[src/rtl/alarm_multi_compare_pkg.sv]
// alarm_pkg: shared types and widths for the multi-channel alarm unit.
//   bcd_t         - one BCD digit
//   hhmm_t        - packed HH:MM alarm/clock time (hourH, hourL, minH, minL)
//   alarm_state_t - per-channel state: OFF, ARMED, RINGING, SNOOZED
//   RING_CNT_W / SNZ_CNT_W - ring and snooze counter widths
package alarm_pkg;

  typedef logic [3:0] bcd_t;

  typedef struct packed {
    bcd_t hourH;
    bcd_t hourL;
    bcd_t minH;
    bcd_t minL;
  } hhmm_t;

  typedef enum logic [1:0] {
    OFF     = 2'd0,
    ARMED   = 2'd1,
    RINGING = 2'd2,
    SNOOZED = 2'd3
  } alarm_state_t;

  localparam int RING_CNT_W = 8;
  localparam int SNZ_CNT_W  = 4;

endpackage

[src/rtl/alarm_multi_compare_if.sv]
// alarm_multi_compare_if: control, time and status bundle for alarm_multi_compare.
//   master: drives tick_sec, mode enables, channel write bus, current time,
//           stop/snooze; observes ring, ring_idx, armed.
//   slave : the alarm unit side (directions reversed).
interface alarm_multi_compare_if #(
  parameter int N_ALARM = 4
);
  import alarm_pkg::*;

  localparam int IW = (N_ALARM > 1) ? $clog2(N_ALARM) : 1;

  logic               tick_sec;
  logic               EN_work;
  logic               EN_setalarm;
  logic               set_we;
  logic [IW-1:0]      set_idx;
  logic               set_arm;
  bcd_t               set_minL, set_minH, set_hourL, set_hourH;
  bcd_t               now_minL, now_minH, now_hourL, now_hourH;
  logic               stop;
  logic               snooze;
  logic               ring;
  logic [IW-1:0]      ring_idx;
  logic [N_ALARM-1:0] armed;

  modport master (
    output tick_sec, EN_work, EN_setalarm, set_we, set_idx, set_arm,
           set_minL, set_minH, set_hourL, set_hourH,
           now_minL, now_minH, now_hourL, now_hourH, stop, snooze,
    input  ring, ring_idx, armed
  );

  modport slave (
    input  tick_sec, EN_work, EN_setalarm, set_we, set_idx, set_arm,
           set_minL, set_minH, set_hourL, set_hourH,
           now_minL, now_minH, now_hourL, now_hourH, stop, snooze,
    output ring, ring_idx, armed
  );

endinterface

[src/rtl/alarm_multi_compare_channel.sv]
// alarm_channel: one alarm channel - stored HH:MM, arm state, ring/snooze FSM.
// Optional macro ALARM_SNOOZE_EN builds the SNOOZED state and snooze counter.
// Ports:
//   clk, rst_n   - clock, synchronous active-low reset
//   tick_sec     - one-cycle seconds pulse (ring timer)
//   compare_en   - time comparison enabled
//   now          - current time
//   min_roll     - current-minute digit changed this cycle (snooze timer)
//   stop, snooze - dismiss / snooze requests
//   set_we       - write strobe already decoded for this channel
//   set_arm, set_time - written arm bit and alarm time
//   ringing      - channel is in RINGING
//   armed        - channel arm bit (state other than OFF)
module alarm_channel
  import alarm_pkg::*;
#(
  parameter int RING_SECS  = 60,
  parameter int SNOOZE_MIN = 5
) (
  input  logic  clk,
  input  logic  rst_n,
  input  logic  tick_sec,
  input  logic  compare_en,
  input  hhmm_t now,
  input  logic  min_roll,
  input  logic  stop,
  input  logic  snooze,
  input  logic  set_we,
  input  logic  set_arm,
  input  hhmm_t set_time,
  output logic  ringing,
  output logic  armed
);

  localparam logic [RING_CNT_W-1:0] RING_LAST = RING_CNT_W'(RING_SECS - 1);

  alarm_state_t          state;
  hhmm_t                 alarm_time;
  logic                  match_q;
  logic                  match;
  logic [RING_CNT_W-1:0] ring_cnt;

`ifdef ALARM_SNOOZE_EN
  localparam logic [SNZ_CNT_W-1:0] SNZ_LAST = SNZ_CNT_W'(SNOOZE_MIN - 1);
  logic [SNZ_CNT_W-1:0] snz_cnt;
`else
  logic unused_snz;
  assign unused_snz = snooze ^ min_roll;
`endif

  assign armed   = (state != OFF);
  assign ringing = (state == RINGING);
  assign match   = compare_en && armed && (alarm_time == now);

  always_ff @(posedge clk) begin
    if (!rst_n) begin
      state      <= OFF;
      alarm_time <= '0;
      match_q    <= 1'b0;
      ring_cnt   <= '0;
`ifdef ALARM_SNOOZE_EN
      snz_cnt    <= '0;
`endif
    end else if (set_we) begin
      // Seeding match_q with the new compare result keeps a write of the
      // current time from firing within that minute.
      alarm_time <= set_time;
      match_q    <= compare_en && set_arm && (set_time == now);
      state      <= set_arm ? ARMED : OFF;
      ring_cnt   <= '0;
`ifdef ALARM_SNOOZE_EN
      snz_cnt    <= '0;
`endif
    end else begin
      match_q <= match;
      case (state)
        OFF: ;
        ARMED: begin
          if (match && !match_q) begin
            state    <= RINGING;
            ring_cnt <= '0;
          end
        end
        RINGING: begin
          if (stop) begin
            state <= ARMED;
`ifdef ALARM_SNOOZE_EN
          end else if (snooze) begin
            state   <= SNOOZED;
            snz_cnt <= '0;
`endif
          end else if (tick_sec) begin
            if (ring_cnt == RING_LAST) state <= ARMED;
            else                       ring_cnt <= ring_cnt + 1'b1;
          end
        end
`ifdef ALARM_SNOOZE_EN
        SNOOZED: begin
          if (stop) begin
            state <= ARMED;
          end else if (min_roll) begin
            if (snz_cnt == SNZ_LAST) begin
              state    <= RINGING;
              ring_cnt <= '0;
              snz_cnt  <= SNZ_CNT_W'(SNOOZE_MIN);
            end else begin
              snz_cnt <= snz_cnt + 1'b1;
            end
          end
        end
`endif
        default: state <= OFF;
      endcase
    end
  end

endmodule

[src/rtl/alarm_multi_compare.sv]
// alarm_multi_compare: N-channel BCD HH:MM alarm unit.
// Optional macro ALARM_SNOOZE_EN enables the per-channel snooze function;
// without it the snooze input is ignored.
// Ports:
//   CLK   - system clock
//   RST_n - synchronous active-low reset
//   bus   - alarm_multi_compare_if.slave: tick_sec, EN_work, EN_setalarm,
//           channel write bus (set_*), current time (now_*), stop, snooze;
//           outputs ring, ring_idx (lowest ringing channel), armed.
module alarm_multi_compare
  import alarm_pkg::*;
#(
  parameter int N_ALARM    = 4,
  parameter int RING_SECS  = 60,
  parameter int SNOOZE_MIN = 5
) (
  input  logic                  CLK,
  input  logic                  RST_n,
  alarm_multi_compare_if.slave  bus
);

  localparam int IW = (N_ALARM > 1) ? $clog2(N_ALARM) : 1;

  logic               compare_en;
  hhmm_t              now_t;
  hhmm_t              set_t;
  bcd_t               minL_q;
  logic               min_roll;
  logic [N_ALARM-1:0] ringing;
  logic [N_ALARM-1:0] armed_v;
  logic [IW-1:0]      ring_idx_c;

  assign compare_en = !bus.EN_work && !bus.EN_setalarm;
  assign now_t = '{hourH: bus.now_hourH, hourL: bus.now_hourL,
                   minH: bus.now_minH, minL: bus.now_minL};
  assign set_t = '{hourH: bus.set_hourH, hourL: bus.set_hourL,
                   minH: bus.set_minH, minL: bus.set_minL};

  always_ff @(posedge CLK) begin
    if (!RST_n) minL_q <= '0;
    else        minL_q <= bus.now_minL;
  end

  assign min_roll = (bus.now_minL != minL_q);

  for (genvar g = 0; g < N_ALARM; g++) begin : g_ch
    alarm_channel #(
      .RING_SECS (RING_SECS),
      .SNOOZE_MIN(SNOOZE_MIN)
    ) u_ch (
      .clk       (CLK),
      .rst_n     (RST_n),
      .tick_sec  (bus.tick_sec),
      .compare_en(compare_en),
      .now       (now_t),
      .min_roll  (min_roll),
      .stop      (bus.stop),
      .snooze    (bus.snooze),
      .set_we    (bus.set_we && (bus.set_idx == IW'(g))),
      .set_arm   (bus.set_arm),
      .set_time  (set_t),
      .ringing   (ringing[g]),
      .armed     (armed_v[g])
    );
  end

  // Scan from the top down so the lowest ringing index wins.
  always_comb begin
    ring_idx_c = '0;
    for (int unsigned i = N_ALARM; i > 0; i--) begin
      if (ringing[i-1]) ring_idx_c = IW'(i - 1);
    end
  end

  assign bus.ring     = |ringing;
  assign bus.ring_idx = ring_idx_c;
  assign bus.armed    = armed_v;

endmodule

[src/flat_wrapper.sv]
// flat-port wrapper written by rule: the top's interface ports become plain ports
module alarm_multi_compare_flat import alarm_pkg::*;
#(
  parameter int N_ALARM    = 4,
  parameter int RING_SECS  = 60,
  parameter int SNOOZE_MIN = 5
)
  (CLK, RST_n, bus_tick_sec, bus_EN_work, bus_EN_setalarm, bus_set_we, bus_set_idx, bus_set_arm, bus_set_minL, bus_set_minH, bus_set_hourL, bus_set_hourH, bus_now_minL, bus_now_minH, bus_now_hourL, bus_now_hourH, bus_stop, bus_snooze, bus_ring, bus_ring_idx, bus_armed);
  alarm_multi_compare_if #(.N_ALARM(N_ALARM)) bus_i ();
  input  logic CLK;
  input  logic RST_n;
  input wire logic [$bits(bus_i.tick_sec)-1:0] bus_tick_sec;
  input wire logic [$bits(bus_i.EN_work)-1:0] bus_EN_work;
  input wire logic [$bits(bus_i.EN_setalarm)-1:0] bus_EN_setalarm;
  input wire logic [$bits(bus_i.set_we)-1:0] bus_set_we;
  input wire logic [$bits(bus_i.set_idx)-1:0] bus_set_idx;
  input wire logic [$bits(bus_i.set_arm)-1:0] bus_set_arm;
  input wire logic [$bits(bus_i.set_minL)-1:0] bus_set_minL;
  input wire logic [$bits(bus_i.set_minH)-1:0] bus_set_minH;
  input wire logic [$bits(bus_i.set_hourL)-1:0] bus_set_hourL;
  input wire logic [$bits(bus_i.set_hourH)-1:0] bus_set_hourH;
  input wire logic [$bits(bus_i.now_minL)-1:0] bus_now_minL;
  input wire logic [$bits(bus_i.now_minH)-1:0] bus_now_minH;
  input wire logic [$bits(bus_i.now_hourL)-1:0] bus_now_hourL;
  input wire logic [$bits(bus_i.now_hourH)-1:0] bus_now_hourH;
  input wire logic [$bits(bus_i.stop)-1:0] bus_stop;
  input wire logic [$bits(bus_i.snooze)-1:0] bus_snooze;
  output wire logic [$bits(bus_i.ring)-1:0] bus_ring;
  output wire logic [$bits(bus_i.ring_idx)-1:0] bus_ring_idx;
  output wire logic [$bits(bus_i.armed)-1:0] bus_armed;
  assign bus_i.tick_sec = bus_tick_sec;
  assign bus_i.EN_work = bus_EN_work;
  assign bus_i.EN_setalarm = bus_EN_setalarm;
  assign bus_i.set_we = bus_set_we;
  assign bus_i.set_idx = bus_set_idx;
  assign bus_i.set_arm = bus_set_arm;
  assign bus_i.set_minL = bus_set_minL;
  assign bus_i.set_minH = bus_set_minH;
  assign bus_i.set_hourL = bus_set_hourL;
  assign bus_i.set_hourH = bus_set_hourH;
  assign bus_i.now_minL = bus_now_minL;
  assign bus_i.now_minH = bus_now_minH;
  assign bus_i.now_hourL = bus_now_hourL;
  assign bus_i.now_hourH = bus_now_hourH;
  assign bus_i.stop = bus_stop;
  assign bus_i.snooze = bus_snooze;
  assign bus_ring = bus_i.ring;
  assign bus_ring_idx = bus_i.ring_idx;
  assign bus_armed = bus_i.armed;
  alarm_multi_compare #(.N_ALARM(N_ALARM), .RING_SECS(RING_SECS), .SNOOZE_MIN(SNOOZE_MIN)) u_core (.CLK(CLK), .RST_n(RST_n), .bus(bus_i));
endmodule
[config.mk]
export PLATFORM = sky130hd
export DESIGN_NAME = alarm_multi_compare_flat
export DESIGN_NICKNAME = d
export VERILOG_FILES = /design/src/rtl/alarm_multi_compare_pkg.sv /design/src/rtl/alarm_multi_compare_if.sv /design/src/rtl/alarm_multi_compare_channel.sv /design/src/rtl/alarm_multi_compare.sv /design/src/flat_wrapper.sv
export SDC_FILE = /design/constraint.sdc
export NUM_CORES = 1
export LEC_CHECK = 0
export ABC_CLOCK_PERIOD_IN_PS = 2200
export CAP_MARGIN = 20
export CORE_AREA = 2 2 208 128
export DETAILED_ROUTE_END_ITERATION = 7
export DIE_AREA = 0 0 210 130
export DONT_BUFFER_PORTS = 1
export PLACE_DENSITY = 0.44
export SKIP_LAST_GASP = 1
export SLEW_MARGIN = 20
export SYNTH_ARGS = -nofsm -noshare
export SYNTH_HDL_FRONTEND = slang
export SYNTH_HIERARCHICAL = 1
export SYNTH_SLANG_ARGS = --single-unit
[constraint.sdc]
create_clock -name CLK -period 2.2 [get_ports CLK]
set_input_delay 0.22 -clock CLK [delete_from_list [all_inputs] [get_ports CLK]]
set_output_delay 0.22 -clock CLK [all_outputs]
set_load 0.01 [all_outputs]
==> out/metrics.cfg, run 1 <==
[die]
die-area_sq_um = 27300
dieWidth_microns = 210
core_sq_um = 25730
die_h_microns = 130
fp-row-count = 46
start_util = 0.2682
ios = 50

[cts]
clock_sinks = 108
clk_latency_ns = 0.38
cts_max_path_buffers = 2
cts_tree = built
htree_levels = 3
numCtsBuffers = 9
cts-root-buf = clkbuf_16
clkTransAtPathRegs_ns = 0.08

[place]
io_buffers = 0
gp_congestion = 0.7882
dp_cells = 1114
place_hpwl_microns = 14550

[timing]
rsz0062_at_grt = yes
period_needed_ns = 2.232
max_slew_margin = 0.4274
period_share = 1.014
tns_ns = -0.1160
drv_slew = 0
skew_ns = 0.01329
max_freq_mhz = 448.1
worstMarginPinSlew_ns = 0.8571
setup_viol = 7
hold_viol_final = 0
setup_slack_ns = -0.03164

[synth]
synth_nets = 821
avgSynthCellArea_sq_um = 9.103
yosys_warnings = 6
netlist_area_sq_um = 6900
syn_inst = 758

[power]
ir_worst_vdd_mv = 0.2757
switching_share = 0.2549
p_int_mw = 3.130
total_power_mw = 4.202
clock_power_share = 0.393
leakage_nw = 2.845
switching_power_mw = 1.071
p_comb_frac = 0.125
power_density_nw_per_um2 = 509.2
seqPwrFrac = 0.482

[grt]
grt_use_total = 0.1626
grt_max_degree = 62
grt_pass1_vias = 5295
busiest_layer = met1
grt_use_met3 = 0.04356
grt_pass1_wl_microns = 33080
grtUsageMet1 = 0.2530
use_met2 = 0.2152
grt_overflow = 0
antenna_found_initial = 0

[hold_path]
hp-class = in2reg

[worst_setup_path]
path_cells = xor2_2 -> nor4_4 -> buf_4 -> o2111ai_4 -> o41ai_4 -> buf_6 -> nand3_2 -> a32o_1
critPathRequiredTime_ns = 2.47
end_kind = flop
cp_slowest_stage_delay_ns = 0.42
critical-path-top-delay-family = compound AO/OA/AOI/OAI gates
cpMaxStageDelayCell = o41ai_4
cp_data_arrival_time_ns = 2.50
start_kind = flop
worst-path-buf-inv = 2
critPathMaxFanout = 6
path_class = reg2reg

[detailed_routing]
viasPerCell = 4.969
dr.pass1.iters = 5
drcViolationCount = 0
detailroute.via_count = 5695
ant_nets = 0
wl_per_cell_microns = 18.56
finalWirelength_microns = 21270
dr.first_iter.drc_count = 471

[cells_and_area]
final_common_cell = dfxtp_1
fin_cells = 1146
nets = 870
diodes = 0
syn_to_final_growth_pct = 19.56
drive_gt1_frac = 0.1691
most-common-layout-cells = 100 x dfxtp_1, 75 x nor2b_1, 70 x mux2i_1, 70 x xor2_1, 68 x nand2_1

[run]
drv_cap = 0

[outcome]
status = complete, but fails checks
violations = negative setup slack

worst paths after layout:
check / startpoint / to / slack [ns] / cells past startpoint
worst max-delay path: u_core/g_ch[2].u_ch/alarm_time[14] / u_core/g_ch[2].u_ch/ring_cnt[3] / -0.03 / 8
worst min-delay path: bus_set_minL[0] / u_core/g_ch[1].u_ch/alarm_time[0] / 0.01 / 2
worst max register to register: u_core/g_ch[2].u_ch/alarm_time[14] / u_core/g_ch[2].u_ch/ring_cnt[3] / -0.03 / 8
worst min register to register: u_core/g_ch[1].u_ch/ring_cnt[1] / u_core/g_ch[1].u_ch/ring_cnt[1] / 0.50 / 2
stage by stage:
step	utilization	hold slack (ns)	cell area, sq um	worst slack (ns)
2_1_floorplan	-	0.3895	6900	0.04569
3_3_place_gp	0.2939	0.3729	7561	-0.2506
3_5_place_dp	0.2939	0.3757	7561	-0.2255
4_1_cts	0.3136	0.0003942	8069	-0.06059
5_1_grt	0.3207	0.003266	8250	-0.1430
6_report	0.3207	0.01436	8250	-0.03164
layout make-up:
type	instances	area (sq um)
fillers	2719	17480
clock buffers	11	232.7
well taps	336	420.4
multi-input cells	592	4731
clock inverters	3	40.04
flip-flops and latches	108	2172
repair buffers	67	545.5
inverters	29	108.9
timing repair:
| item | CTS | global route |
|---|---|---|
| hold buffers | 7 | 0 |
| endpoints found under the setup margin | 19 | 37 |
| endpoints found under the hold margin | 60 | 0 |
| pin swaps | 13 | 20 |
| buffers inserted | 3 | 5 |
| cloned | 3 | 0 |
| gates resized for setup | 20 | 33 |
power by group through the flow:
stage / logic, mW / clock network [mW] / registers, mW
after CTS: 0.510 / 1.72 / 2.02
after global routing: 0.574 / 1.80 / 2.03
after global placement: 0.461 / 0 / 2.07
final: 0.525 / 1.65 / 2.02
after floorplan: 0.377 / 0 / 2.06
after detailed placement: 0.460 / 0 / 2.07
routing by layer:
layer  vias to the layer above  share of wire
met5                         -              0
met4                         0          0.011
met3                        18          0.065
met2                       146           0.39
met1                      2773           0.54
li1                       2758              -
registers in the layout (all words and copies together), names as in the netlist:
name                         count
u_core/g_ch.u_ch/match_q         4
u_core/g_ch.u_ch/state           8
u_core/g_ch.u_ch/alarm_time     64
u_core/g_ch.u_ch/ring_cnt       32
No activity file was read; power rests on OpenSTA's default activity.
==> run 2, diff against run 1 <==
--- a/config.mk
+++ b/config.mk
@@ -7,11 +7,11 @@
 export LEC_CHECK = 0
 export ABC_CLOCK_PERIOD_IN_PS = 2200
 export CAP_MARGIN = 20
-export CORE_AREA = 2 2 208 128
+export CORE_AREA = 2 2 150 93
 export DETAILED_ROUTE_END_ITERATION = 7
-export DIE_AREA = 0 0 210 130
+export DIE_AREA = 0 0 152 95
 export DONT_BUFFER_PORTS = 1
-export PLACE_DENSITY = 0.44
+export PLACE_DENSITY = 0.73
 export SKIP_LAST_GASP = 1
 export SLEW_MARGIN = 20
 export SYNTH_ARGS = -nofsm -noshare
==> out/metrics.cfg, run 2 (synthesis results as in run 1) <==
[run]
drv_cap = 0  ; unchanged

[cts]
htree_levels = 3  ; unchanged
numCtsBuffers = 9  ; unchanged
clock_sinks = 108  ; unchanged
clk_latency_ns = 0.35  ; -0.03 ns
clkTransAtPathRegs_ns = 0.07  ; about the same
cts-root-buf = clkbuf_16
cts_tree = built
hold_buffers = 0  ; -7
cts_max_path_buffers = 2  ; unchanged

[detailed_routing]
wl_per_cell_microns = 19.69  ; +6.1%
dr.first_iter.drc_count = 513  ; +8.9%
finalWirelength_microns = 18940  ; -11%
dr.pass1.iters = 5  ; unchanged
ant_nets = 0  ; unchanged
drcViolationCount = 0  ; unchanged
viasPerCell = 6.020  ; +21%
detailroute.via_count = 5791  ; +1.7%

[worst_setup_path]
path_class = reg2reg
cp_data_arrival_time_ns = 2.44  ; -0.06 ns
end_kind = flop
critPathMaxFanout = 5  ; -1
start_kind = flop
critPathRequiredTime_ns = 2.44  ; -0.03 ns

[power]
power_density_nw_per_um2 = 525.7  ; +3.2%
total_power_mw = 4.143  ; -1.4%
p_int_mw = 3.121  ; -0.30%
switching_share = 0.2467  ; -0.008175
seqPwrFrac = 0.489  ; +0.007
ir_worst_vdd_mv = 0.3942  ; +43%
clock_power_share = 0.392  ; about the same
p_comb_frac = 0.119  ; -0.006
switching_power_mw = 1.022  ; -4.5%
leakage_nw = 2.715  ; -4.6%

[cells_and_area]
drive_gt1_frac = 0.1715  ; +0.002402
final_core_util = 0.5946  ; +0.2739
most-common-layout-cells = 99 x dfxtp_1, 75 x nor2b_1, 70 x mux2i_1
largest_reg_flops = 64  ; unchanged
diodes = 0  ; unchanged
nets = 846  ; -2.8%
reg.largest.list = u_core/g_ch.u_ch/alarm_time x64, u_core/g_ch.u_ch/ring_cnt x32, u_core/g_ch.u_ch/state x8
syn_to_final_growth_pct = 14.22
top_register = u_core/g_ch.u_ch/alarm_time
final_area_sq_um = 7881  ; -4.5%
n_fill_cell = 1079  ; -60%
final_common_cell = dfxtp_1

[die]
fp-row-count = 33  ; -28%
dieWidth_microns = 152  ; -28%
die_h_microns = 95  ; -27%
core_sq_um = 13250  ; -48%
die-area_sq_um = 14440  ; -47%
ios = 50  ; unchanged
start_util = 0.5206  ; +0.2524

[timing]
skew_ns = 0.007218  ; -0.006070 ns
worstMarginPinSlew_ns = 0.8538  ; -0.003333 ns
rsz0062_at_grt = yes
setup_viol = 0  ; -7
whs_ns = 0.01567  ; +0.001307 ns
period_share = 0.9981  ; -0.01626
max_freq_mhz = 455.4  ; +1.6%
max_slew_margin = 0.4296  ; +0.002227
hold_viol_final = 0  ; unchanged
drv_slew = 0  ; unchanged
period_needed_ns = 2.196  ; -0.03577 ns
tns_ns = 0  ; +0.1160 ns

[place]
gp_congestion = 0.8246  ; +4.6%
place_hpwl_microns = 13140  ; -9.7%
placed_cell_area_sq_um = 7217  ; -4.6%
io_buffers = 0  ; unchanged

[grt]
grt_max_degree = 87  ; +40%
antenna_found_initial = 0  ; unchanged
grt_overflow = 0  ; unchanged
grt_pass1_vias = 5742  ; +8.4%
grt_use_total = 0.2604  ; +0.09780
grt_pass1_wl_microns = 30240  ; -8.6%

[outcome]
status = completed

[hold_path]
hp-class = in2reg

[run 2: cell count changes in the layout (fill, tap and decap cells not counted), sizes merged]
cell	change
buf	-18
dlygate4sd3	-6
clkinvlp	+1
[run 2: power groups by stage]
stage,sequential [mW],clock (mW),combinational (mW)
floorplan,2.06,0,0.377
global placement,2.07,0,0.436
detailed placement,2.07,0,0.453
CTS,2.02,1.65,0.467
global route,2.03,1.72,0.526
finish,2.03,1.63,0.492
[run 2: repair_timing]
action                                  in CTS  in global routing
pin swaps                                    5                 33
gates cloned                                 3                  0
setup buffers                                3                  7
endpoints found under the setup margin      23                 38
resized for setup                           14                 51
[run 2: layer usage]
layer / vias to the layer above / global-route usage / wire length [microns]
met5: - / 0 / 0
met4: 0 / 0.05919 / 182
met3: 20 / 0.05002 / 1231
met2: 215 / 0.4399 / 8820
met1: 2842 / 0.3488 / 8708
li1: 2714 / - / -
[run 2: stage by stage]
step / std cells / setup slack [ns]
after floorplan: 758 / 0.04569
after global placement: 934 / 0.0007090
after detailed placement: 934 / -0.06469
after CTS: 955 / 0.009075
after global routing: 962 / -0.07749
final: 962 / 0.004125
[run 2: worst max-delay path, stage by stage (launching register included)]
cell     delay [ns]
dfxtp_1        0.32
xor2_1         0.17
nor4_2         0.39
nand4_2        0.21
o41ai_4        0.43
buf_4          0.23
nand3_2        0.08
a32o_1         0.26
[run 2: final cells by class]
cell class | instances | area [sq um] | area share
clock buffer | 11 | 232.7 | 0.02953
clock inverter | 4 | 51.30 | 0.006509
inverter | 29 | 108.9 | 0.01381
multi-input combinational | 592 | 4762 | 0.6042
sequential | 108 | 2173 | 0.2758
tap | 175 | 219.0 | 0.02778
timing repair buffer | 43 | 334.1 | 0.04239
[run 2: worst paths after layout]
| check | depth (start not counted) | slack (ns) | end | from |
|---|---|---|---|---|
| worst max-delay path | 7 | 0.004 | u_core/g_ch[2].u_ch/ring_cnt[5] | u_core/g_ch[2].u_ch/alarm_time[0] |
| worst min-delay path | 1 | 0.02 | u_core/g_ch[2].u_ch/alarm_time[15] | RST_n |
| worst max register to register | 7 | 0.004 | u_core/g_ch[2].u_ch/ring_cnt[5] | u_core/g_ch[2].u_ch/alarm_time[0] |
| worst min register to register | 2 | 0.49 | u_core/g_ch[0].u_ch/state[1] | u_core/g_ch[0].u_ch/state[1] |
==> run 3, diff against run 2 <==
--- a/config.mk
+++ b/config.mk
@@ -12,6 +12,7 @@
 export DIE_AREA = 0 0 152 95
 export DONT_BUFFER_PORTS = 1
 export PLACE_DENSITY = 0.73
+export SKIP_CTS_REPAIR_TIMING = 1
 export SKIP_LAST_GASP = 1
 export SLEW_MARGIN = 20
 export SYNTH_ARGS = -nofsm -noshare
==> out/metrics.cfg, run 3 (synthesis results as in run 1) <==
[worst_setup_path]
end_kind = flop
critical-path-top-delay-family = compound AO/OA/AOI/OAI gates
cp_slowest_stage_delay_ns = 0.38  ; -0.05 ns
r2r-start = u_core/g_ch[2].u_ch/alarm_time[4]
reg2reg_depth = 8  ; +1
path_class = reg2reg
critPathMaxFanout = 6  ; +1
worst-path-buf-inv = 2  ; +1
path_cells = xor2_1 -> nor4_2 -> buf_4 -> o2111ai_4 -> o41ai_4 -> buf_6 -> nand3_2 -> a32o_1
cpMaxStageDelayCell = o41ai_4
worst-path-stages = 8  ; +1
critPathRequiredTime_ns = 2.45  ; about the same
start_kind = flop
cp_data_arrival_time_ns = 2.39  ; -0.05 ns
critPathLaunch = u_core/g_ch[2].u_ch/alarm_time[4]

[power]
power_density_nw_per_um2 = 535.5  ; +1.9%
leakage_nw = 2.664  ; -1.9%
total_power_mw = 4.138  ; -0.12%
ir_worst_vdd_mv = 0.3973  ; +0.78%

[cells_and_area]
final_common_cell = dfxtp_1
nets = 840  ; -0.71%
top_register = u_core/g_ch.u_ch/alarm_time
reg.largest.list = u_core/g_ch.u_ch/alarm_time x64, u_core/g_ch.u_ch/ring_cnt x32, u_core/g_ch.u_ch/state x8
largest_reg_flops = 64  ; unchanged
multi_input_area_sq_um = 4667  ; -2.0%
drive_gt1_frac = 0.1396  ; -0.03197
diodes = 0  ; unchanged
final_area_sq_um = 7727  ; -2.0%
syn_to_final_growth_pct = 11.99
n_fill_cell = 1096  ; +1.6%
regArea_sq_um = 2171  ; -0.12%
most-common-layout-cells = 101 x dfxtp_1, 75 x nor2b_1, 72 x xor2_1

[place]
place_hpwl_microns = 13140  ; unchanged
place_ws_ns = -0.06469  ; unchanged
gp_congestion = 0.8246  ; unchanged
io_buffers = 0  ; unchanged
placed_cell_area_sq_um = 7217  ; unchanged

[cts]
htree_levels = 3  ; unchanged
cts_tree = built
cts-root-buf = clkbuf_16
clkTransAtPathRegs_ns = 0.07  ; about the same
cts_max_path_buffers = 2  ; unchanged
clock_sinks = 108  ; unchanged
clk_latency_ns = 0.35  ; about the same
numCtsBuffers = 9  ; unchanged

[outcome]
status = completed

[grt]
grt_pass1_wl_microns = 29670  ; -1.9%
grt_use_total = 0.2558  ; -0.004606
grt_pass1_vias = 5718  ; -0.42%
antenna_found_initial = 0  ; unchanged
grt_overflow = 0  ; unchanged
grt_max_degree = 87  ; unchanged

[timing]
skew_ns = 0.006917  ; -0.0003008 ns
rsz0062_at_grt = yes
hold_viol_final = 0  ; unchanged
setup_slack_ns = 0.05793  ; +0.05381 ns
setup_viol = 0  ; unchanged
max_slew_margin = 0.4259  ; -0.003741
max_freq_mhz = 466.8  ; +2.5%
period_share = 0.9737  ; -0.02446
whs_ns = 0.007701  ; -0.007969 ns
worstMarginPinSlew_ns = 0.8594  ; +0.005600 ns
drv_slew = 0  ; unchanged
period_needed_ns = 2.142  ; -0.05381 ns

[hold_path]
hold_path_startpoint = RST_n
hp-class = in2reg
hold_depth = 1  ; unchanged

[detailed_routing]
dr.pass1.iters = 5  ; unchanged
ant_nets = 0  ; unchanged
viasPerCell = 5.993  ; -0.45%
detailroute.via_count = 5729  ; -1.1%
drcViolationCount = 0  ; unchanged
finalWirelength_microns = 18720  ; -1.2%
wl_per_cell_microns = 19.58  ; -0.55%
dr.first_iter.drc_count = 535  ; +4.3%

[die]
core_sq_um = 13250  ; unchanged
ios = 50  ; unchanged
fp-row-count = 33  ; unchanged
die-area_sq_um = 14440  ; unchanged
start_util = 0.5206  ; unchanged
dieWidth_microns = 152  ; unchanged
die_h_microns = 95  ; unchanged

[run]
drv_cap = 0  ; unchanged

-- run 3: cell count changes in the layout (fill, tap and decap cells not counted), sizes merged --
cell / before / now
buf: 43 / 37
-- run 3: path summary, 6_finish.rpt --
path,to,slack (ns)
worst max-delay path,u_core/g_ch[2].u_ch/ring_cnt[4],0.06
worst max register to register,u_core/g_ch[2].u_ch/ring_cnt[4],0.06
worst min-delay path,u_core/g_ch[0].u_ch/alarm_time[11],0.008
worst min register to register,u_core/g_ch[1].u_ch/state[1],0.48
-- run 3: worst register-to-register path, delay by kind of cell, from the launching register on --
family / cells / cell delay [ns]
AOI/OAI and AO/OA: 3 / 0.76
DFF: 1 / 0.33
xor gates and xnor gates: 1 / 0.17
buffers and inverters: 2 / 0.39
and+or+nand+nor: 2 / 0.39
-- run 3: power breakdown --
part           internal, mW  switching (mW)  total [mW]
Clock                 0.879           0.750        1.63
Combinational         0.243           0.240       0.483
Sequential             2.00          0.0299        2.03
Total                  3.12            1.02        4.14
-- run 3: cell type report --
class                           count  share of cell area
Tap cell                          175             0.02834
Clock inverter                      4            0.006639
Sequential cell                   108              0.2809
Multi-Input combinational cell    592              0.6040
Timing Repair Buffer               37             0.03595
Clock buffer                       11             0.03012
Inverter                           29             0.01409
-- run 3: metrics by stage --
stage / setup TNS [ns] / utilization / std cells
after floorplan: 0 / - / 758
after global routing: -0.09391 / 0.5830 / 956
after global placement: 0 / 0.5445 / 934
final: 0 / 0.5830 / 956
after CTS: -0.8790 / 0.5659 / 949
after detailed placement: -0.5134 / 0.5445 / 934
-- run 3: routing by layer --
| metal | track usage | part of all wire | up-vias |
|---|---|---|---|
| li1 | - | - | 2701 |
| met1 | 0.3429 | 0.46 | 2803 |
| met2 | 0.4234 | 0.46 | 203 |
| met3 | 0.05324 | 0.070 | 22 |
| met4 | 0.06854 | 0.012 | 0 |
| met5 | 0 | 0 | - |
